**config.mk**
```make
export PLATFORM = sky130hd
export DESIGN_NAME = xcvr_rst_seq_flat
export DESIGN_NICKNAME = d
export VERILOG_FILES = /design/src/rtl/xcvr_rst_seq_if.sv /design/src/rtl/xcvr_rst_seq.sv /design/src/flat_wrapper.sv
export SDC_FILE = /design/constraint.sdc
export NUM_CORES = 1
export LEC_CHECK = 0
export BUFFER_PORTS_ARGS = -buffer_cell sky130_fd_sc_hd__buf_2
export CAP_MARGIN = 25
export CORE_MARGIN = 3
export CORE_UTILIZATION = 55
export CTS_BUF_LIST = sky130_fd_sc_hd__clkbuf_4 sky130_fd_sc_hd__clkbuf_8
export CTS_CLUSTER_DIAMETER = 30
export CTS_CLUSTER_SIZE = 30
export DETAILED_ROUTE_END_ITERATION = 16
export GPL_ROUTABILITY_DRIVEN = 0
export PLACE_DENSITY = 0.82
export SYNTH_ARGS = -nofsm -noshare
export SYNTH_HDL_FRONTEND = slang
export SYNTH_SLANG_ARGS = --single-unit
```
**constraint.sdc**
```tcl
create_clock -name clk -period 3.1 [get_ports clk]
set_clock_uncertainty 0.1 [all_clocks]
set_input_delay 0.62 -clock clk [delete_from_list [all_inputs] [get_ports clk]]
set_output_delay 0.62 -clock clk [all_outputs]
set_load 0.05 [all_outputs]
```
**src/rtl/xcvr_rst_seq_if.sv**
```systemverilog
// ----------------------------------------------------------------------------
// xcvr_rst_seq_if
// Groups the transceiver-facing signals of the reset sequencer into one bundle.
//
// Status from the transceiver (asynchronous to the sequencer clock):
//   pll_locked_i          transmit fPLL lock
//   tx_cal_busy_i         TX calibration in progress
//   rx_cal_busy_i         RX calibration in progress
//   rx_is_lockedtodata_i  CDR locked to incoming data
// Controls to the transceiver:
//   pll_powerdown_o       fPLL powerdown
//   tx_analogreset_o      TX analog reset
//   tx_digitalreset_o     TX digital reset
//   tx_ready_o            TX path usable
//   rx_analogreset_o      RX analog reset
//   rx_digitalreset_o     RX digital reset
//   rx_ready_o            RX path usable
//
// Modports:
//   master  the reset sequencer (drives the controls, reads the status)
//   slave   the transceiver side (drives the status, reads the controls)
// ----------------------------------------------------------------------------
interface xcvr_rst_seq_if;
    logic pll_locked_i;
    logic tx_cal_busy_i;
    logic rx_cal_busy_i;
    logic rx_is_lockedtodata_i;

    logic pll_powerdown_o;
    logic tx_analogreset_o;
    logic tx_digitalreset_o;
    logic tx_ready_o;
    logic rx_analogreset_o;
    logic rx_digitalreset_o;
    logic rx_ready_o;

    modport master (
        input  pll_locked_i,
        input  tx_cal_busy_i,
        input  rx_cal_busy_i,
        input  rx_is_lockedtodata_i,
        output pll_powerdown_o,
        output tx_analogreset_o,
        output tx_digitalreset_o,
        output tx_ready_o,
        output rx_analogreset_o,
        output rx_digitalreset_o,
        output rx_ready_o
    );

    modport slave (
        output pll_locked_i,
        output tx_cal_busy_i,
        output rx_cal_busy_i,
        output rx_is_lockedtodata_i,
        input  pll_powerdown_o,
        input  tx_analogreset_o,
        input  tx_digitalreset_o,
        input  tx_ready_o,
        input  rx_analogreset_o,
        input  rx_digitalreset_o,
        input  rx_ready_o
    );
endinterface

```
**src/rtl/xcvr_rst_seq.sv**
```systemverilog
// ----------------------------------------------------------------------------
// xcvr_rst_seq
// Transceiver reset sequencer. Two independent Moore FSMs bring the TX and RX
// halves of a transceiver out of reset in the order the PHY requires:
//   TX: fPLL powerdown -> wait for PLL lock and TX cal -> release analog ->
//       wait T_TX_DIG -> release digital -> tx_ready
//   RX: hold analog reset for T_RX_ANA and until RX cal done -> release
//       analog -> wait for T_LTD consecutive lockedtodata cycles -> release
//       digital -> rx_ready
// The RX side never looks at TX state because the CDR runs from its own
// reference clock.
//
// Parameters (a value of 0 behaves as 1):
//   T_PLLPD   pll_powerdown_o hold time, cycles
//   T_RX_ANA  minimum rx_analogreset_o hold time, cycles
//   T_TX_DIG  tx analog release to tx digital release, cycles
//   T_LTD     consecutive lockedtodata cycles before rx digital release
//
// Ports:
//   clk     single clock for all logic
//   nreset  asynchronous active-low reset (release synchronized externally)
//   xcvr    xcvr_rst_seq_if.master bundle of status inputs / reset outputs
// ----------------------------------------------------------------------------
module xcvr_rst_seq #(
    parameter int unsigned T_PLLPD  = 16,
    parameter int unsigned T_RX_ANA = 16,
    parameter int unsigned T_TX_DIG = 32,
    parameter int unsigned T_LTD    = 64
) (
    input  logic           clk,
    input  logic           nreset,
    xcvr_rst_seq_if.master xcvr
);

    // Zero-length holds are promoted to a single cycle so every "last count"
    // constant below stays non-negative.
    localparam int unsigned PLLPD_E  = (T_PLLPD  == 0) ? 1 : T_PLLPD;
    localparam int unsigned RX_ANA_E = (T_RX_ANA == 0) ? 1 : T_RX_ANA;
    localparam int unsigned TX_DIG_E = (T_TX_DIG == 0) ? 1 : T_TX_DIG;
    localparam int unsigned LTD_E    = (T_LTD    == 0) ? 1 : T_LTD;

    localparam int unsigned TX_MAX = (PLLPD_E  > TX_DIG_E) ? PLLPD_E  : TX_DIG_E;
    localparam int unsigned RX_MAX = (RX_ANA_E > LTD_E)    ? RX_ANA_E : LTD_E;
    localparam int TX_CW = $clog2(TX_MAX) + 1;
    localparam int RX_CW = $clog2(RX_MAX) + 1;

    localparam logic [TX_CW-1:0] PLLPD_LAST  = TX_CW'(PLLPD_E - 1);
    localparam logic [TX_CW-1:0] TX_DIG_LAST = TX_CW'(TX_DIG_E - 1);
    localparam logic [RX_CW-1:0] RX_ANA_LAST = RX_CW'(RX_ANA_E - 1);
    localparam logic [RX_CW-1:0] LTD_LAST    = RX_CW'(LTD_E - 1);

    typedef enum logic [1:0] {
        TX_PWRDN    = 2'd0,
        TX_WAIT_PLL = 2'd1,
        TX_ANA_REL  = 2'd2,
        TX_READY    = 2'd3
    } tx_state_t;

    typedef enum logic [1:0] {
        RX_ANA       = 2'd0,
        RX_WAIT_LOCK = 2'd1,
        RX_READY     = 2'd2
    } rx_state_t;

    // Output vectors: TX = {pll_powerdown, tx_analogreset, tx_digitalreset,
    // tx_ready}, RX = {rx_analogreset, rx_digitalreset, rx_ready}.
    function automatic logic [3:0] tx_decode(input tx_state_t s);
        case (s)
            TX_PWRDN:    tx_decode = 4'b1110;
            TX_WAIT_PLL: tx_decode = 4'b0110;
            TX_ANA_REL:  tx_decode = 4'b0010;
            TX_READY:    tx_decode = 4'b0001;
            default:     tx_decode = 4'b1110;
        endcase
    endfunction

    function automatic logic [2:0] rx_decode(input rx_state_t s);
        case (s)
            RX_ANA:       rx_decode = 3'b110;
            RX_WAIT_LOCK: rx_decode = 3'b010;
            RX_READY:     rx_decode = 3'b001;
            default:      rx_decode = 3'b110;
        endcase
    endfunction

    logic [3:0] sync_meta;
    logic [3:0] sync_q;
    logic       pll_locked_s;
    logic       tx_cal_busy_s;
    logic       rx_cal_busy_s;
    logic       lockedtodata_s;
    logic       tx_link_ok;

    tx_state_t        tx_state;
    logic [TX_CW-1:0] tx_cnt;
    logic [3:0]       tx_out;

    rx_state_t        rx_state;
    logic [RX_CW-1:0] rx_cnt;
    logic [2:0]       rx_out;

    // Two-flop synchronizers for all four asynchronous status inputs.
    always_ff @(posedge clk or negedge nreset) begin
        if (!nreset) begin
            sync_meta <= '0;
            sync_q    <= '0;
        end else begin
            sync_meta <= {xcvr.pll_locked_i, xcvr.tx_cal_busy_i,
                          xcvr.rx_cal_busy_i, xcvr.rx_is_lockedtodata_i};
            sync_q    <= sync_meta;
        end
    end

    assign pll_locked_s   = sync_q[3];
    assign tx_cal_busy_s  = sync_q[2];
    assign rx_cal_busy_s  = sync_q[1];
    assign lockedtodata_s = sync_q[0];
    assign tx_link_ok     = pll_locked_s & ~tx_cal_busy_s;

    // TX sequencer. Outputs are loaded with the decode of the state being
    // entered, so they move on the same edge as the state register. Losing
    // PLL lock or starting a TX calibration after analog release drops back
    // to WAIT_PLL, which forces the full T_TX_DIG wait to run again.
    always_ff @(posedge clk or negedge nreset) begin
        if (!nreset) begin
            tx_state <= TX_PWRDN;
            tx_cnt   <= '0;
            tx_out   <= 4'b1110;
        end else begin
            case (tx_state)
                TX_PWRDN: begin
                    if (tx_cnt == PLLPD_LAST) begin
                        tx_state <= TX_WAIT_PLL;
                        tx_cnt   <= '0;
                        tx_out   <= tx_decode(TX_WAIT_PLL);
                    end else begin
                        tx_cnt <= tx_cnt + 1'b1;
                    end
                end
                TX_WAIT_PLL: begin
                    if (tx_link_ok) begin
                        tx_state <= TX_ANA_REL;
                        tx_cnt   <= '0;
                        tx_out   <= tx_decode(TX_ANA_REL);
                    end
                end
                TX_ANA_REL: begin
                    if (!tx_link_ok) begin
                        tx_state <= TX_WAIT_PLL;
                        tx_cnt   <= '0;
                        tx_out   <= tx_decode(TX_WAIT_PLL);
                    end else if (tx_cnt == TX_DIG_LAST) begin
                        tx_state <= TX_READY;
                        tx_cnt   <= '0;
                        tx_out   <= tx_decode(TX_READY);
                    end else begin
                        tx_cnt <= tx_cnt + 1'b1;
                    end
                end
                TX_READY: begin
                    if (!tx_link_ok) begin
                        tx_state <= TX_WAIT_PLL;
                        tx_cnt   <= '0;
                        tx_out   <= tx_decode(TX_WAIT_PLL);
                    end
                end
                default: begin
                    tx_state <= TX_PWRDN;
                    tx_cnt   <= '0;
                    tx_out   <= tx_decode(TX_PWRDN);
                end
            endcase
        end
    end

    // RX sequencer. In ANA the counter saturates at its last value so a long
    // calibration simply extends the analog hold. In WAIT_LOCK any unlocked
    // cycle restarts the count, so only an uninterrupted run of T_LTD locked
    // cycles releases digital reset. Calibration outranks lock loss.
    always_ff @(posedge clk or negedge nreset) begin
        if (!nreset) begin
            rx_state <= RX_ANA;
            rx_cnt   <= '0;
            rx_out   <= 3'b110;
        end else begin
            case (rx_state)
                RX_ANA: begin
                    if (rx_cnt == RX_ANA_LAST) begin
                        if (!rx_cal_busy_s) begin
                            rx_state <= RX_WAIT_LOCK;
                            rx_cnt   <= '0;
                            rx_out   <= rx_decode(RX_WAIT_LOCK);
                        end
                    end else begin
                        rx_cnt <= rx_cnt + 1'b1;
                    end
                end
                RX_WAIT_LOCK: begin
                    if (rx_cal_busy_s) begin
                        rx_state <= RX_ANA;
                        rx_cnt   <= '0;
                        rx_out   <= rx_decode(RX_ANA);
                    end else if (!lockedtodata_s) begin
                        rx_cnt <= '0;
                    end else if (rx_cnt == LTD_LAST) begin
                        rx_state <= RX_READY;
                        rx_cnt   <= '0;
                        rx_out   <= rx_decode(RX_READY);
                    end else begin
                        rx_cnt <= rx_cnt + 1'b1;
                    end
                end
                RX_READY: begin
                    if (rx_cal_busy_s) begin
                        rx_state <= RX_ANA;
                        rx_cnt   <= '0;
                        rx_out   <= rx_decode(RX_ANA);
                    end else if (!lockedtodata_s) begin
                        rx_state <= RX_WAIT_LOCK;
                        rx_cnt   <= '0;
                        rx_out   <= rx_decode(RX_WAIT_LOCK);
                    end
                end
                default: begin
                    rx_state <= RX_ANA;
                    rx_cnt   <= '0;
                    rx_out   <= rx_decode(RX_ANA);
                end
            endcase
        end
    end

    assign xcvr.pll_powerdown_o   = tx_out[3];
    assign xcvr.tx_analogreset_o  = tx_out[2];
    assign xcvr.tx_digitalreset_o = tx_out[1];
    assign xcvr.tx_ready_o        = tx_out[0];
    assign xcvr.rx_analogreset_o  = rx_out[2];
    assign xcvr.rx_digitalreset_o = rx_out[1];
    assign xcvr.rx_ready_o        = rx_out[0];

endmodule

```
**src/flat_wrapper.sv**
```systemverilog
// flat-port wrapper written by rule: the top's interface ports become plain ports
module xcvr_rst_seq_flat 
#(
    parameter int unsigned T_PLLPD  = 16,
    parameter int unsigned T_RX_ANA = 16,
    parameter int unsigned T_TX_DIG = 32,
    parameter int unsigned T_LTD    = 64
)
  (clk, nreset, xcvr_pll_locked_i, xcvr_tx_cal_busy_i, xcvr_rx_cal_busy_i, xcvr_rx_is_lockedtodata_i, xcvr_pll_powerdown_o, xcvr_tx_analogreset_o, xcvr_tx_digitalreset_o, xcvr_tx_ready_o, xcvr_rx_analogreset_o, xcvr_rx_digitalreset_o, xcvr_rx_ready_o);
  xcvr_rst_seq_if xcvr_i ();
  input  logic clk;
  input  logic nreset;
  input wire logic [$bits(xcvr_i.pll_locked_i)-1:0] xcvr_pll_locked_i;
  input wire logic [$bits(xcvr_i.tx_cal_busy_i)-1:0] xcvr_tx_cal_busy_i;
  input wire logic [$bits(xcvr_i.rx_cal_busy_i)-1:0] xcvr_rx_cal_busy_i;
  input wire logic [$bits(xcvr_i.rx_is_lockedtodata_i)-1:0] xcvr_rx_is_lockedtodata_i;
  output wire logic [$bits(xcvr_i.pll_powerdown_o)-1:0] xcvr_pll_powerdown_o;
  output wire logic [$bits(xcvr_i.tx_analogreset_o)-1:0] xcvr_tx_analogreset_o;
  output wire logic [$bits(xcvr_i.tx_digitalreset_o)-1:0] xcvr_tx_digitalreset_o;
  output wire logic [$bits(xcvr_i.tx_ready_o)-1:0] xcvr_tx_ready_o;
  output wire logic [$bits(xcvr_i.rx_analogreset_o)-1:0] xcvr_rx_analogreset_o;
  output wire logic [$bits(xcvr_i.rx_digitalreset_o)-1:0] xcvr_rx_digitalreset_o;
  output wire logic [$bits(xcvr_i.rx_ready_o)-1:0] xcvr_rx_ready_o;
  assign xcvr_i.pll_locked_i = xcvr_pll_locked_i;
  assign xcvr_i.tx_cal_busy_i = xcvr_tx_cal_busy_i;
  assign xcvr_i.rx_cal_busy_i = xcvr_rx_cal_busy_i;
  assign xcvr_i.rx_is_lockedtodata_i = xcvr_rx_is_lockedtodata_i;
  assign xcvr_pll_powerdown_o = xcvr_i.pll_powerdown_o;
  assign xcvr_tx_analogreset_o = xcvr_i.tx_analogreset_o;
  assign xcvr_tx_digitalreset_o = xcvr_i.tx_digitalreset_o;
  assign xcvr_tx_ready_o = xcvr_i.tx_ready_o;
  assign xcvr_rx_analogreset_o = xcvr_i.rx_analogreset_o;
  assign xcvr_rx_digitalreset_o = xcvr_i.rx_digitalreset_o;
  assign xcvr_rx_ready_o = xcvr_i.rx_ready_o;
  xcvr_rst_seq #(.T_PLLPD(T_PLLPD), .T_RX_ANA(T_RX_ANA), .T_TX_DIG(T_TX_DIG), .T_LTD(T_LTD)) u_core (.clk(clk), .nreset(nreset), .xcvr(xcvr_i));
endmodule
```
# Yosys cells after proc, flatten, opt, wreduce, memory -nomap -nowiden
# Index checks and enable logic that the tools add are counted.
[classes]
addsub = 2
n_eq_ne = 19
mux = 42
bitwise_logic = 2
n_reduce_logical = 6
[op_table]
columns = ["cell", "n"]
rows = [
  ["7-bit 2-to-1 mux", 7],
  ["6-bit 2-to-1 mux", 5],
  ["2-bit 2-to-1 mux", 12],
  ["6-bit case mux with 4 select lines", 1],
  ["3-bit 2-to-1 mux", 7],
  ["7-bit case mux with 3 select lines", 1],
  ["4-bit 2-to-1 mux", 5],
  ["4-bit case mux with 4 select lines", 1],
  ["3-bit case mux with 3 select lines", 1],
  ["2-bit case mux with 4 select lines", 1],
  ["7-bit by 1-bit adder with 7-bit output (second input constant)", 1],
  ["7-bit by 4-bit == test with 1-bit output (second input constant)", 1],
  ["7-bit by 6-bit == test with 1-bit output (second input constant)", 1],
  ["6-bit by 1-bit adder with 6-bit output (second input constant)", 1],
  ["2-bit == test (second input constant)", 3],
  ["6-bit by 4-bit == test with 1-bit output (second input constant)", 1],
  ["6-bit by 5-bit == test with 1-bit output (second input constant)", 1],
  ["2-bit by 1-bit inequality test with 1-bit output (second input constant)", 3],
  ["3-bit by 1-bit inequality test with 1-bit output (second input constant)", 2],
  ["3-bit inequality test (second input constant)", 2],
  ["2-bit case mux with 3 select lines", 1],
  ["5-bit AND reduction", 1],
  ["2-bit by 1-bit == test with 1-bit output (second input constant)", 2],
  ["2-bit zero test", 2],
  ["6 further kinds", 8],
]
[totals]
register_bits = 32
inputBits = 6
out_inout_bits = 7
word_cells = 79

# Longest topological paths before layout
# Gate-level depths: netlist (run 1).
[depth]
depth_word = 5
ltp_mapped = 8

# Worst setup path after synthesis (run 1)
# Ideal clock, no wire load.
[synth_path]
kind = "flip-flop to flip-flop"
startpoint = "register u_core.tx_state[0]"
endpoint = "register u_core.tx_out[2]"
setup_time_ps = 82
arrival_time_ps = 1675
path_slack_ps = 1243
stages_incl_launch_ff = 9
n_path_buf = 2
cell_sequence = "dfrtp_1 inv_1 ha_1 and3b_1 buf_4 nor3_1 o31a_1 buf_6 mux2_4"
[synth_between]
elab_chain_len = 3
elab_cells_between_ends = 10
[synth_lines]
columns = ["element", "line", "text"]
rows = [
  ["start, declared", "xcvr_rst_seq.sv:94", "tx_state_t tx_state;"],
  ["start signal, assigned", "xcvr_rst_seq.sv:126", "tx_state <= TX_PWRDN;"],
  ["start signal, assigned", "xcvr_rst_seq.sv:133", "tx_state <= TX_WAIT_PLL;"],
  ["start signal, assigned", "xcvr_rst_seq.sv:142", "tx_state <= TX_ANA_REL;"],
  ["2-bit == test, or another cell as far along", "xcvr_rst_seq.sv:130", "case (tx_state)"],
  ["3-bit inequality test (no line), or another cell as far along", "n/a", ""],
  ["4-bit AND reduction (no line)", "n/a", ""],
  ["end signal, assigned", "xcvr_rst_seq.sv:135", "tx_out <= tx_decode(TX_WAIT_PLL);"],
  ["end signal, assigned", "xcvr_rst_seq.sv:144", "tx_out <= tx_decode(TX_ANA_REL);"],
  ["end signal, assigned", "xcvr_rst_seq.sv:151", "tx_out <= tx_decode(TX_WAIT_PLL);"],
  ["end, declared", "xcvr_rst_seq.sv:96", "logic [3:0] tx_out;"],
]
# Several ways; a longest one is shown, not always the timed one.
# A chain may end at the register's enable or synchronous reset.

# Worst setup path in the final report (run 1)
# Same ends and word-level chain as after synthesis.

==> results of run 1 <==
## flip-flops by register name, summed over array words and instances, names as in the netlist
register and count:
u_core.sync_meta 4, u_core.rx_state 1, u_core.tx_state 2, u_core.rx_out 3, u_core.rx_cnt 7, u_core.sync_q 4
u_core.tx_out 4, u_core.tx_cnt 6
## logic make-up after synthesis
family / Yosys count / share of synthesized area (%)
buffers and inverters: 16 / 4.45
XOR/XNOR: 5 / 2.59
adder cells (fa/ha/maj): 8 / 5.93
flip-flops: 31 / 46.3
multiplexers: 10 / 6.30
AND/OR/NAND/NOR: 45 / 15.0
AO/OA/AOI/OAI: 43 / 19.3
## cells in the final DEF, fill, tap and decap left out, types with 2 or more instances in the layout
cell / count
a211o_1: 2
a211oi_1: 7
a21oi_1: 6
a22o_1: 2
a31oi_1: 2
and2_1: 2
and3b_1: 3
buf_2: 12
clkbuf_4: 5
dfrtp_1: 26
dfstp_2: 5
ha_1: 8
inv_1: 11
mux2i_1: 8
nand2_1: 9
nand2b_1: 4
nand3_1: 4
nand4b_1: 2
nor2_1: 8
nor2b_1: 3
nor3_1: 2
nor3b_1: 2
o21ai_0: 3
o21ai_1: 4
o21bai_1: 3
xnor2_1: 5
## Yosys cell counts (all sizes together) (3+ instances only)
cell and count:
dfrtp 26, inv 11, nand2 9, ha 8
mux2i 8, nor2 8, a211oi 7, a21oi 7
o21ai 7, dfstp 5, xnor2 5, buf 4
nand2b 4, nand3 4, and2 3, and3b 3
nor2b 3, o21bai 3
## how the worst max path moves through the flow
stage | endpoint | cells after the start | slack [ns]
after floorplan | u_core.tx_out[2] | 8 | 1.24
after global placement | u_core.tx_out[2] | 5 | 1.15
after detailed placement | u_core.tx_out[2] | 5 | 1.07
after CTS | u_core.tx_out[2] | 5 | 1.06
after global routing | u_core.tx_out[2] | 6 | 0.95
final | u_core.tx_out[2] | 5 | 1.06
## stage by stage
stage	utilization [%]	area [sq um]	worst slack [ns]	std cells
after floorplan	-	1690	1.24	158
after global placement	62.0	1750	1.15	196
after detailed placement	62.0	1750	1.07	196
after CTS	65.0	1840	1.06	204
after global routing	65.0	1840	0.954	204
final	65.0	1840	1.06	204
## critical path: cells and delay by family (launching register included)
family                   cells  cell delay [ns]
AO/OA/AOI/OAI                2             0.70
flip-flops                   1             0.42
multiplexers                 1             0.33
AND/OR/NAND/NOR              1             0.21
adder cells (fa/ha/maj)      1             0.20
## cell type report
class	count	share of cell area, %
Sequential cell	31	42.5
Clock buffer	6	2.79
Clock inverter	2	1.90
Inverter	11	2.24
Multi-Input combinational cell	111	45.2
Timing Repair Buffer	12	3.27
Tap cell	31	2.11
## per-layer routing
layer  up-vias  wire (um)  part of all wire, %  GRT usage [%]
li1        599          -                    -              -
met1       574       1380                   47           22.4
met2        26       1320                   45           26.3
met3         7        140                  4.8           5.87
met4         0         63                  2.2           10.6
met5         -          0                    0              0
## power breakdown
part,internal [W],switching [W]
registers,0.000520,0.000104
clock network,0.000190,0.000137
logic,0.000264,0.000356
==> summary.md, run 1 <==
| Metric | Value |
|---|---|
| Status | `finished clean` |
| CTS Buf Count | `5` |
| Area contributors post-synth | `dfrtp_1 39%, dfstp_2 7.8%, ha_1 5.9%, mux2i_1 4.7%, a211oi_1 3.1%` |
| Fin crit share | `65.7%` |
| Antenna viol nets, final | `0` |
| Fmax | `491 MHz` |
| Total congestion overflow | `0` |
| Die Wd | `61.4 um` |
| Fin. max-slew vios | `0` |
| #FFs+latches synth | `31` |
| Top Ports | `13` |
| Vias in the first global route | `1111` |
| Setup-failing EPs final | `0` |
| Final HPWL DP | `2100 um` |
| Fillers | `234` |
| Slew @ Worst Pin | `0.658 ns` |
| Htree depth | `2` |
| VDD IR max | `0.634 mV` |
| Total GRT Usage | `17.7%` |
| CTS tree | `done` |
| Area grow syn2layout | `8.97%` |
| First-pass GRT wire length | `4760 um` |
| Register-to-register setup slack | `1.06 ns` |
| Detailed-route DRC error count | `0` |
| CP required | `3.27 ns` |
| Max Root-Sink Buffers | `2` |
| Post-CTS setup buffers | `0` |
| RR Startpoint | `u_core.tx_state[0]` |
| Max Cap Viol | `0` |
| Multi-input gate area | `831 sq um` |
| Syn Nets | `172` |
| Post-Syn Area | `1690 sq um` |
| Routed len/inst | `14.2 um` |
| TNS Setup | `0 ns` |
| Sink Count | `31` |
| Max stage delay on crit path | `0.42 ns` |
| Via count | `1206` |
| Unique masters post-synth | `50` |
| Starting Density | `59.7%` |
| Clock transition at the registers of the reported paths | `0.10 ns` |
| Hold Buf Count CTS | `0` |
| CP Max Fanout | `8` |
| Die Span Y | `61.4 um` |
| Slowest-stage cell, CP | `dfrtp_1` |
| Diode count | `0` |
| Storage cell area | `782 sq um` |
| Area leader, netlist | `dfrtp_1` |
| Antenna violations before repair | `0` |
| CP startpoint | `u_core.tx_state[0]` |
| Cell Pwr Density | `855 nW/um^2` |
| Number of port buffers | `12` |
| Worst Hold Class | `input pin to asynchronous set/reset pin` |
| Fraction of layout cells with a size suffix above 1 | `19.1%` |
| Total core area | `2830 sq um` |
| DR iter-0 viols | `30` |
| Register area share after synthesis | `46.3%` |
| Num rows | `19` |
| Leakage power | `0.802 nW` |
| Reg-to-reg endpoint | `u_core.tx_out[2]` |
| WHS | `0.206 ns` |
| Warnings from Yosys | `0` |
| Tmin final | `2.04 ns` |
| Post-synth top area share | `38.5%` |
| Data arrival, critical path | `2.20 ns` |
| # resized after CTS | `0` |
| Final Hold Fails | `0` |
| Async SR Flop Fraction | `100%` |
| DRT Pass-1 Iters | `4` |
| Crit path capture type | `register` |
| Vias per cell | `5.91` |
| Normalized max-slew margin | `56.1%` |
| Die ar. | `3770 sq um` |
| Skew-Pair Late Insertion Delay | `0.33 ns` |
| EDFF count, synth | `0` |
| Startpoint class of the critical path | `register` |
| Nets | `186` |
| Power Total | `0.00157 W` |
| Largest net degree at the start of global routing | `32` |
| Synth Instances | `158` |
| RSZ-0062 raised after global routing | `false` |
| DRT Wirelength | `2900 um` |
| Syn Area/Cell | `10.7 sq um` |
| R2r worst-path depth | `5` |
| Root buffer cell | `clkbuf_4` |
| Crit-path cells | `ha_1, and3b_1, a21oi_2, o31a_1, mux2_4` |
| Critical path class | `register to register` |
| Synth Flop Type | `dfrtp_1` |
Note: power is estimated with default switching activity, not from simulation.
==> run 2: changes to the inputs <==
--- a/config.mk
+++ b/config.mk
@@ -14,7 +14,7 @@
 export CTS_CLUSTER_SIZE = 30
 export DETAILED_ROUTE_END_ITERATION = 16
 export GPL_ROUTABILITY_DRIVEN = 0
-export PLACE_DENSITY = 0.82
+export PLACE_DENSITY = 0.85
 export SYNTH_ARGS = -nofsm -noshare
 export SYNTH_HDL_FRONTEND = slang
 export SYNTH_SLANG_ARGS = --single-unit
==> constraint.sdc (replaced) <==
create_clock -name clk -period 1.75 [get_ports clk]
set_clock_uncertainty 0.1 [all_clocks]
set_input_delay 0.35 -clock clk [delete_from_list [all_inputs] [get_ports clk]]
set_output_delay 0.35 -clock clk [all_outputs]
set_load 0.05 [all_outputs]
==> run 2 against run 1 <==
  * The run now ends with setup timing left
  * Critical path type unchanged
  * Largest cell class unchanged
  * First-iteration DRC count grew to 3.1 times the previous value
  * Sequential cell count is the same
  * Non-clock buffer count grew 30
  * Routed wire length increased by 36%
  * Register-to-register slack worse by 1.2 ns
  * Highest routed layer unchanged
  * Global-route usage is 6.4 points higher
  * Clock power rose by 52%
==> summary.md, run 2 (synthesis gave the netlist of run 1 again) <==
| Metric | Value |
|---|---|
| Vias per cell | `6.02 (+1.9%)` |
| CP Max Fanout | `5 (-3)` |
| Register-to-register setup slack | `-0.11 ns (-1.18 ns)` |
| Fraction of layout cells with a size suffix above 1 | `39.4% (+20 points)` |
| CP required | `1.89 ns (-1.38 ns)` |
| Detailed-route DRC error count | `0 (unchanged)` |
| Final Hold Fails | `0 (unchanged)` |
| Top Ports | `13 (unchanged)` |
| Crit path capture type | `register` |
| Antenna viol nets, final | `0 (unchanged)` |
| Die Wd | `61.4 um (unchanged)` |
| Number of port buffers | `12 (unchanged)` |
| Power Total | `0.00323 W (+110%)` |
| Final HPWL DP | `2500 um (+19%)` |
| R2r worst-path depth | `6 (+1)` |
| Int Pwr | `0.00194 W (+99%)` |
| Fin crit share | `107% (+41 points)` |
| Hold depth | `0` |
| DRT Pass-1 Iters | `4 (unchanged)` |
| Cell Pwr Density | `1480 nW/um^2 (+73%)` |
| Normalized max-slew margin | `74.0% (+18 points)` |
| Biggest register | `u_core.rx_cnt` |
| Max Cap Viol | `0 (unchanged)` |
| Leakage power | `0.930 nW (+16%)` |
| Total congestion overflow | `0 (unchanged)` |
| DRT Wirelength | `3930 um (+36%)` |
| Vias in the first global route | `1384 (+25%)` |
| Fmax | `536 MHz (+9.2%)` |
| Multi-input gate area | `943 sq um (+14%)` |
| Setup-failing EPs final | `15 (+15)` |
| TNS Setup | `-0.856 ns (-0.856 ns)` |
| Total GRT Usage | `24.1% (+6.4 points)` |
| Largest net degree at the start of global routing | `16 (-50%)` |
| Status | `finished, violations left` |
| Die ar. | `3770 sq um (unchanged)` |
| Area grow syn2layout | `29.5%` |
| Startpoint class of the critical path | `register` |
| Clock transition at the registers of the reported paths | `0.10 ns (about the same)` |
| Final worst slack | `-0.114 ns (-1.18 ns)` |
| Diode count | `0 (unchanged)` |
| Top flop regs | `u_core.rx_cnt: 7 flops, u_core.tx_cnt: 6 flops` |
| Sequential share of power | `35.2% (-4.5 points)` |
| Most common cell after layout, fill and taps aside | `dfrtp_1` |
| Starting Density | `59.7% (unchanged)` |
| Root buffer cell | `clkbuf_4` |
| Most frequent cells in the layout | `24 x dfrtp_1, 23 x buf_4, 12 x buf_2` |
| Data arrival, critical path | `2.00 ns (-0.20 ns)` |
| WHS | `0.257 ns (+0.0515 ns)` |
| DP Worst Slack | `-0.0992 ns (-1.17 ns)` |
| Antenna violations before repair | `0 (unchanged)` |
| Sw Share | `40.0% (+2.0 points)` |
| Num rows | `19 (unchanged)` |
| First-pass GRT wire length | `6500 um (+37%)` |
| Via count | `1409 (+17%)` |
| Reg-to-reg endpoint | `u_core.rx_cnt[3]` |
| Die Span Y | `61.4 um (unchanged)` |
| HP Start | `u_core.sync_meta[2]` |
| Nets | `216 (+16%)` |
| Tmin final | `1.86 ns (-0.172 ns)` |
| Max Root-Sink Buffers | `2 (unchanged)` |
| DR iter-0 viols | `94 (+210%)` |
| CTS tree | `done` |
| Hold EP | `u_core.sync_q[2]` |
| Fillers | `165 (-29%)` |
| RSZ-0062 raised after global routing | `true` |
| VDD IR max | `1.21 mV (+91%)` |
| Clock share of power | `15.4% (-5.4 points)` |
| Fin. max-slew vios | `0 (unchanged)` |
| Skew-Pair Late Insertion Delay | `0.35 ns (+0.02 ns)` |
| Routed len/inst | `16.8 um (+18%)` |
| RR Startpoint | `u_core.rx_cnt[1]` |
| Worst Hold Class | `register to register` |
| Max reg flops | `7 (unchanged)` |
| Htree depth | `2 (unchanged)` |
| CP startpoint | `u_core.rx_cnt[1]` |
| Violated checks | `setup timing` |
| Slew @ Worst Pin | `0.381 ns (-0.278 ns)` |
| Critical path class | `register to register` |
| Sink Count | `31 (unchanged)` |
| Logic gate share of total power | `49.4% (+9.9 points)` |
| Total core area | `2830 sq um (unchanged)` |
| Storage cell area | `785 sq um (+0.32%)` |
| Psw | `0.00129 W (+120%)` |
| CTS Buf Count | `5 (unchanged)` |
run 2: cell count changes in the layout (fill, tap and decap cells not counted), moves of 3 or more:
cell           before  now
dlygate4sd3_1       0    5
and3b_1             3    0
ha_1                8    3
and3b_2             0    3
ha_2                0    3
buf_4               0   23
run 2: per-stage QoR:
stage / utilization [%] / area (sq um) / instances
detailed placement: 67.0 / 1890 / 212
finish: 77.3 / 2190 / 234
CTS: 74.3 / 2100 / 232
global placement: 67.0 / 1890 / 212
global route: 77.3 / 2190 / 234
floorplan: - / 1710 / 158
run 2: metal layers:
metal | GRT usage [%] | vias to the layer above | routed length (um)
li1 | - | 664 | -
met1 | 30.8 | 685 | 1730
met2 | 38.5 | 52 | 1910
met3 | 7.76 | 8 | 228
met4 | 8.79 | 0 | 65
met5 | 0 | - | 0
run 2: worst max-delay path: stages (launching register included):
cell	delay (ns)
dfrtp_1	0.41
ha_4	0.16
nand4b_1	0.23
buf_4	0.23
o31ai_4	0.25
a21oi_2	0.08
a211o_1	0.30
run 2: layout make-up:
cell class	count	share of cell area, %
timing repair buffer	42	14.0
multi-input combinational	111	43.2
clock inverter	1	0.343
clock buffer	7	2.98
tap	31	1.77
inverter	11	1.89
sequential	31	35.9
run 2: timing repair:
item	CTS	global route
buffers inserted	7	3
setup endpoints to repair	11	20
cloned	0	0
gates resized for setup	8	17
hold buffers	5	0
pin swaps	9	6
hold endpoints to repair	16	0
run 2: worst max-delay path by stage:
stage	cells past startpoint	slack, ns	to
after detailed placement	6	-0.1	u_core.tx_state[1]
after floorplan	8	-0.06	u_core.tx_out[2]
final	6	-0.11	u_core.rx_cnt[3]
after global routing	6	-0.22	u_core.rx_cnt[3]
after global placement	5	-0.0004	u_core.rx_cnt[2]
after CTS	5	-0.07	u_core.rx_cnt[4]
run 2: power by group through the flow:
stage | Clock, W | Combinational (W) | Sequential, W
final | 0.000497 | 0.00159 | 0.00114
after global routing | 0.000546 | 0.00175 | 0.00116
after CTS | 0.000503 | 0.00146 | 0.00112
after detailed placement | 0 | 0.00133 | 0.00112
after global placement | 0 | 0.00125 | 0.00110
after floorplan | 0 | 0.000805 | 0.00124
==> run 3: changes to the inputs <==
--- a/config.mk
+++ b/config.mk
@@ -13,8 +13,7 @@
 export CTS_CLUSTER_DIAMETER = 30
 export CTS_CLUSTER_SIZE = 30
 export DETAILED_ROUTE_END_ITERATION = 16
-export GPL_ROUTABILITY_DRIVEN = 0
-export PLACE_DENSITY = 0.85
+export PLACE_DENSITY = 0.82
 export SYNTH_ARGS = -nofsm -noshare
 export SYNTH_HDL_FRONTEND = slang
 export SYNTH_SLANG_ARGS = --single-unit
==> constraint.sdc (replaced) <==
create_clock -name clk -period 1.9 [get_ports clk]
set_clock_uncertainty 0.1 [all_clocks]
set_input_delay 0.38 -clock clk [delete_from_list [all_inputs] [get_ports clk]]
set_output_delay 0.38 -clock clk [all_outputs]
set_load 0.05 [all_outputs]
==> run 3 against run 2 <==
  * The run still ends with setup timing left
  * Routed wire length decreased by 3.3%
  * Sequential power decreased by 8%
  * Final area is 5.0% lower
  * Die area did not move
  * First-iteration DRC count down 38%
  * Clock power up 9.3%
  * Critical path type unchanged
==> summary.md, run 3 (synthesis gave the netlist of run 1 again) <==
| Metric | Value |
|---|---|
| Final HPWL DP | `2470 um (-1.1%)` |
| HP Start | `xcvr_tx_cal_busy_i` |
| Cell area after layout | `2080 sq um (-5.0%)` |
| Most frequent CP cell | `buf_4` |
| RSZ-0062 raised after global routing | `true` |
| Fillers | `197 (+19%)` |
| Max stage delay on crit path | `0.44 ns (+0.03 ns)` |
| Critical path class | `register to register` |
| Largest net degree at the start of global routing | `32 (+16)` |
| Register-to-register setup slack | `-0.03 ns (+0.09 ns)` |
| Die ar. | `3770 sq um (unchanged)` |
| First-pass GRT wire length | `6010 um (-7.5%)` |
| Multi-input gate area | `907 sq um (-3.8%)` |
| Sink Count | `31 (unchanged)` |
| Psw | `0.00115 W (-11%)` |
| Logic gate share of total power | `46.7% (-2.7 points)` |
| Final Hold Fails | `0 (unchanged)` |
| Worst path bufs/invs | `2 (+1)` |
| Routed len/inst | `17.0 um (+0.98%)` |
| Via count | `1394 (-1.1%)` |
| CP Max Fanout | `4 (-1)` |
| DR iter-0 viols | `58 (-38%)` |
| Vias per cell | `6.22 (+3.4%)` |
| Fmax | `519 MHz (-3.3%)` |
| Most frequent cells in the layout | `26 x dfrtp_1, 17 x buf_4, 12 x buf_2` |
| Post-Place Cell Area | `1810 sq um (-4.7%)` |
| Total core area | `2830 sq um (unchanged)` |
| Sw Share | `38.5% (-1.5 points)` |
| Tmin final | `1.93 ns (+0.0629 ns)` |
| Final Wtd Congestion | `0.875` |
| Htree depth | `2 (unchanged)` |
| Crit path capture type | `register` |
| Most common cell after layout, fill and taps aside | `dfrtp_1` |
| Sequential share of power | `35.1% (about the same)` |
| DRT Wirelength | `3800 um (-3.3%)` |
| Clock share of power | `18.2% (+2.8 points)` |
| Fraction of layout cells with a size suffix above 1 | `32.1% (-7.3 points)` |
| RR Startpoint | `u_core.tx_state[0]` |
| Slew @ Worst Pin | `0.681 ns (+0.300 ns)` |
| Die Wd | `61.4 um (unchanged)` |
| Vias in the first global route | `1336 (-3.5%)` |
| Leakage power | `0.892 nW (-4.1%)` |
| Root buffer cell | `clkbuf_4` |
| Antenna violations before repair | `0 (unchanged)` |
| VDD IR max | `0.957 mV (-21%)` |
| Detailed-route DRC error count | `0 (unchanged)` |
| CP startpoint | `u_core.tx_state[0]` |
| CP endpoint | `u_core.tx_out[1]` |
| Cell Pwr Density | `1440 nW/um^2 (-2.6%)` |
| Skew-Pair Late Insertion Delay | `0.34 ns (about the same)` |
| Setup-failing EPs final | `2 (-13)` |
| Number of port buffers | `12 (unchanged)` |
| Worst Hold Class | `input pin to register` |
| Max Cap Viol | `0 (unchanged)` |
| Violated checks | `setup timing` |
| Slowest-stage cell, CP | `dfrtp_1` |
| Num rows | `19 (unchanged)` |
| Inst Count DP | `203 (-4.2%)` |
| Status | `finished, violations left` |
| Fin crit share | `101% (-5.1 points)` |
| Final worst slack | `-0.0271 ns (+0.0871 ns)` |
| DRT Pass-1 Iters | `4 (unchanged)` |
| Startpoint class of the critical path | `register` |
| WP depth | `7 (+1)` |
| Total congestion overflow | `0 (unchanged)` |
| Nets | `206 (-4.6%)` |
| Area grow syn2layout | `23.0%` |
| Diode count | `0 (unchanged)` |
| Normalized max-slew margin | `54.6% (-19 points)` |
| CTS tree | `done` |
| Max Root-Sink Buffers | `2 (unchanged)` |
| Antenna viol nets, final | `0 (unchanged)` |
| Starting Density | `59.7% (unchanged)` |
| Crit-path cells | `buf_4, ha_2, and3b_2, a21oi_2, o31a_1, buf_4, mux2i_1` |
| Top flop regs | `u_core.rx_cnt: 7 flops, u_core.tx_cnt: 6 flops` |
| Clock transition at the registers of the reported paths | `0.10 ns (about the same)` |
| Data arrival, critical path | `2.10 ns (+0.10 ns)` |
| Top Ports | `13 (unchanged)` |
| Fin. max-slew vios | `0 (unchanged)` |
| Biggest register | `u_core.rx_cnt` |
| CP required | `2.07 ns (+0.18 ns)` |
| R2r worst-path depth | `7 (+1)` |
| Int Pwr | `0.00184 W (-5.2%)` |
| Max reg flops | `7 (unchanged)` |
| Die Span Y | `61.4 um (unchanged)` |
| Storage cell area | `782 sq um (-0.32%)` |
| CP delay by family, top | `compound AO/OA/AOI/OAI gates` |
| Reg-to-reg endpoint | `u_core.tx_out[1]` |
| CTS Buf Count | `5 (unchanged)` |
| Total GRT Usage | `22.4% (-1.7 points)` |
| Post-route insts no fill | `224 (-4.3%)` |
-- run 3: changes by cell type in the layout (fill, tap and decap cells not counted), sizes merged --
cell         delta
dlygate4sd3     -4
buf             -6
clkinv          +1
clkinvlp        -1
clkbuf          -1
bufinv          +1
-- run 3: per-layer routing --
layer | part of all wire, % | wire length (um) | GRT usage, %
met5 | 0 | 0 | 0
met4 | 3.9 | 150 | 15.2
met3 | 4.1 | 154 | 6.50
met2 | 48 | 1840 | 34.0
met1 | 44 | 1660 | 27.5
-- run 3: how the worst min path moves through the flow --
stage / end / slack [ns] / depth (start not counted)
6_report: u_core.sync_meta[2] / 0.04 / 1
2_1_floorplan: u_core.rx_cnt[0] / -0.02 / 0
4_1_cts: u_core.sync_meta[2] / 0.02 / 1
3_5_place_dp: u_core.sync_q[1] / 0.24 / 0
3_3_place_gp: u_core.sync_q[1] / 0.23 / 0
5_1_grt: u_core.sync_meta[2] / 0.01 / 1
-- run 3: layout make-up --
type                       instances  area share (%)
inverter                          11            1.99
timing repair buffer              32            10.6
tap                               31            1.87
clock inverter                     2            1.69
multi-input combinational        111            43.7
clock buffer                       6            2.47
sequential                        31            37.7
-- run 3: through the flow --
stage / worst slack (ns) / utilization, % / setup TNS, ns / total power [W] / hold slack (ns)
after floorplan: 0.0425 / - / 0 / 0.00187 / -0.0156
after global placement: 0.0514 / 63.8 / 0 / 0.00208 / 0.232
after detailed placement: -0.102 / 63.8 / -0.328 / 0.00218 / 0.237
after CTS: 0.0255 / 69.0 / 0 / 0.00281 / 0.0228
after global routing: -0.0779 / 73.4 / -0.465 / 0.00320 / 0.0119
final: -0.0271 / 73.4 / -0.0388 / 0.00298 / 0.0377
-- run 3: what timing repair did --
item | 4_1_cts | 5_1_grt
resized for setup | 4 | 14
endpoints found under the hold margin | 26 | 0
pin swaps | 2 | 7
buffers inserted | 4 | 8
hold buffers | 1 | 0
setup endpoints to repair | 8 | 15
-- run 3: worst register-to-register path, stage by stage (launching register included) --
cell and delay [ns]:
dfrtp_1 0.44, buf_4 0.15, ha_2 0.16, and3b_2 0.20
a21oi_2 0.14, o31a_1 0.31, buf_4 0.17, mux2i_1 0.19
-- run 3: power groups by stage --
stage          Sequential, W  Clock (W)  Combinational (W)
6_report             0.00105   0.000543            0.00139
5_1_grt              0.00107   0.000596            0.00152
3_3_place_gp         0.00101          0            0.00107
4_1_cts              0.00103   0.000559            0.00122
3_5_place_dp         0.00103          0            0.00114
2_1_floorplan        0.00114          0           0.000730
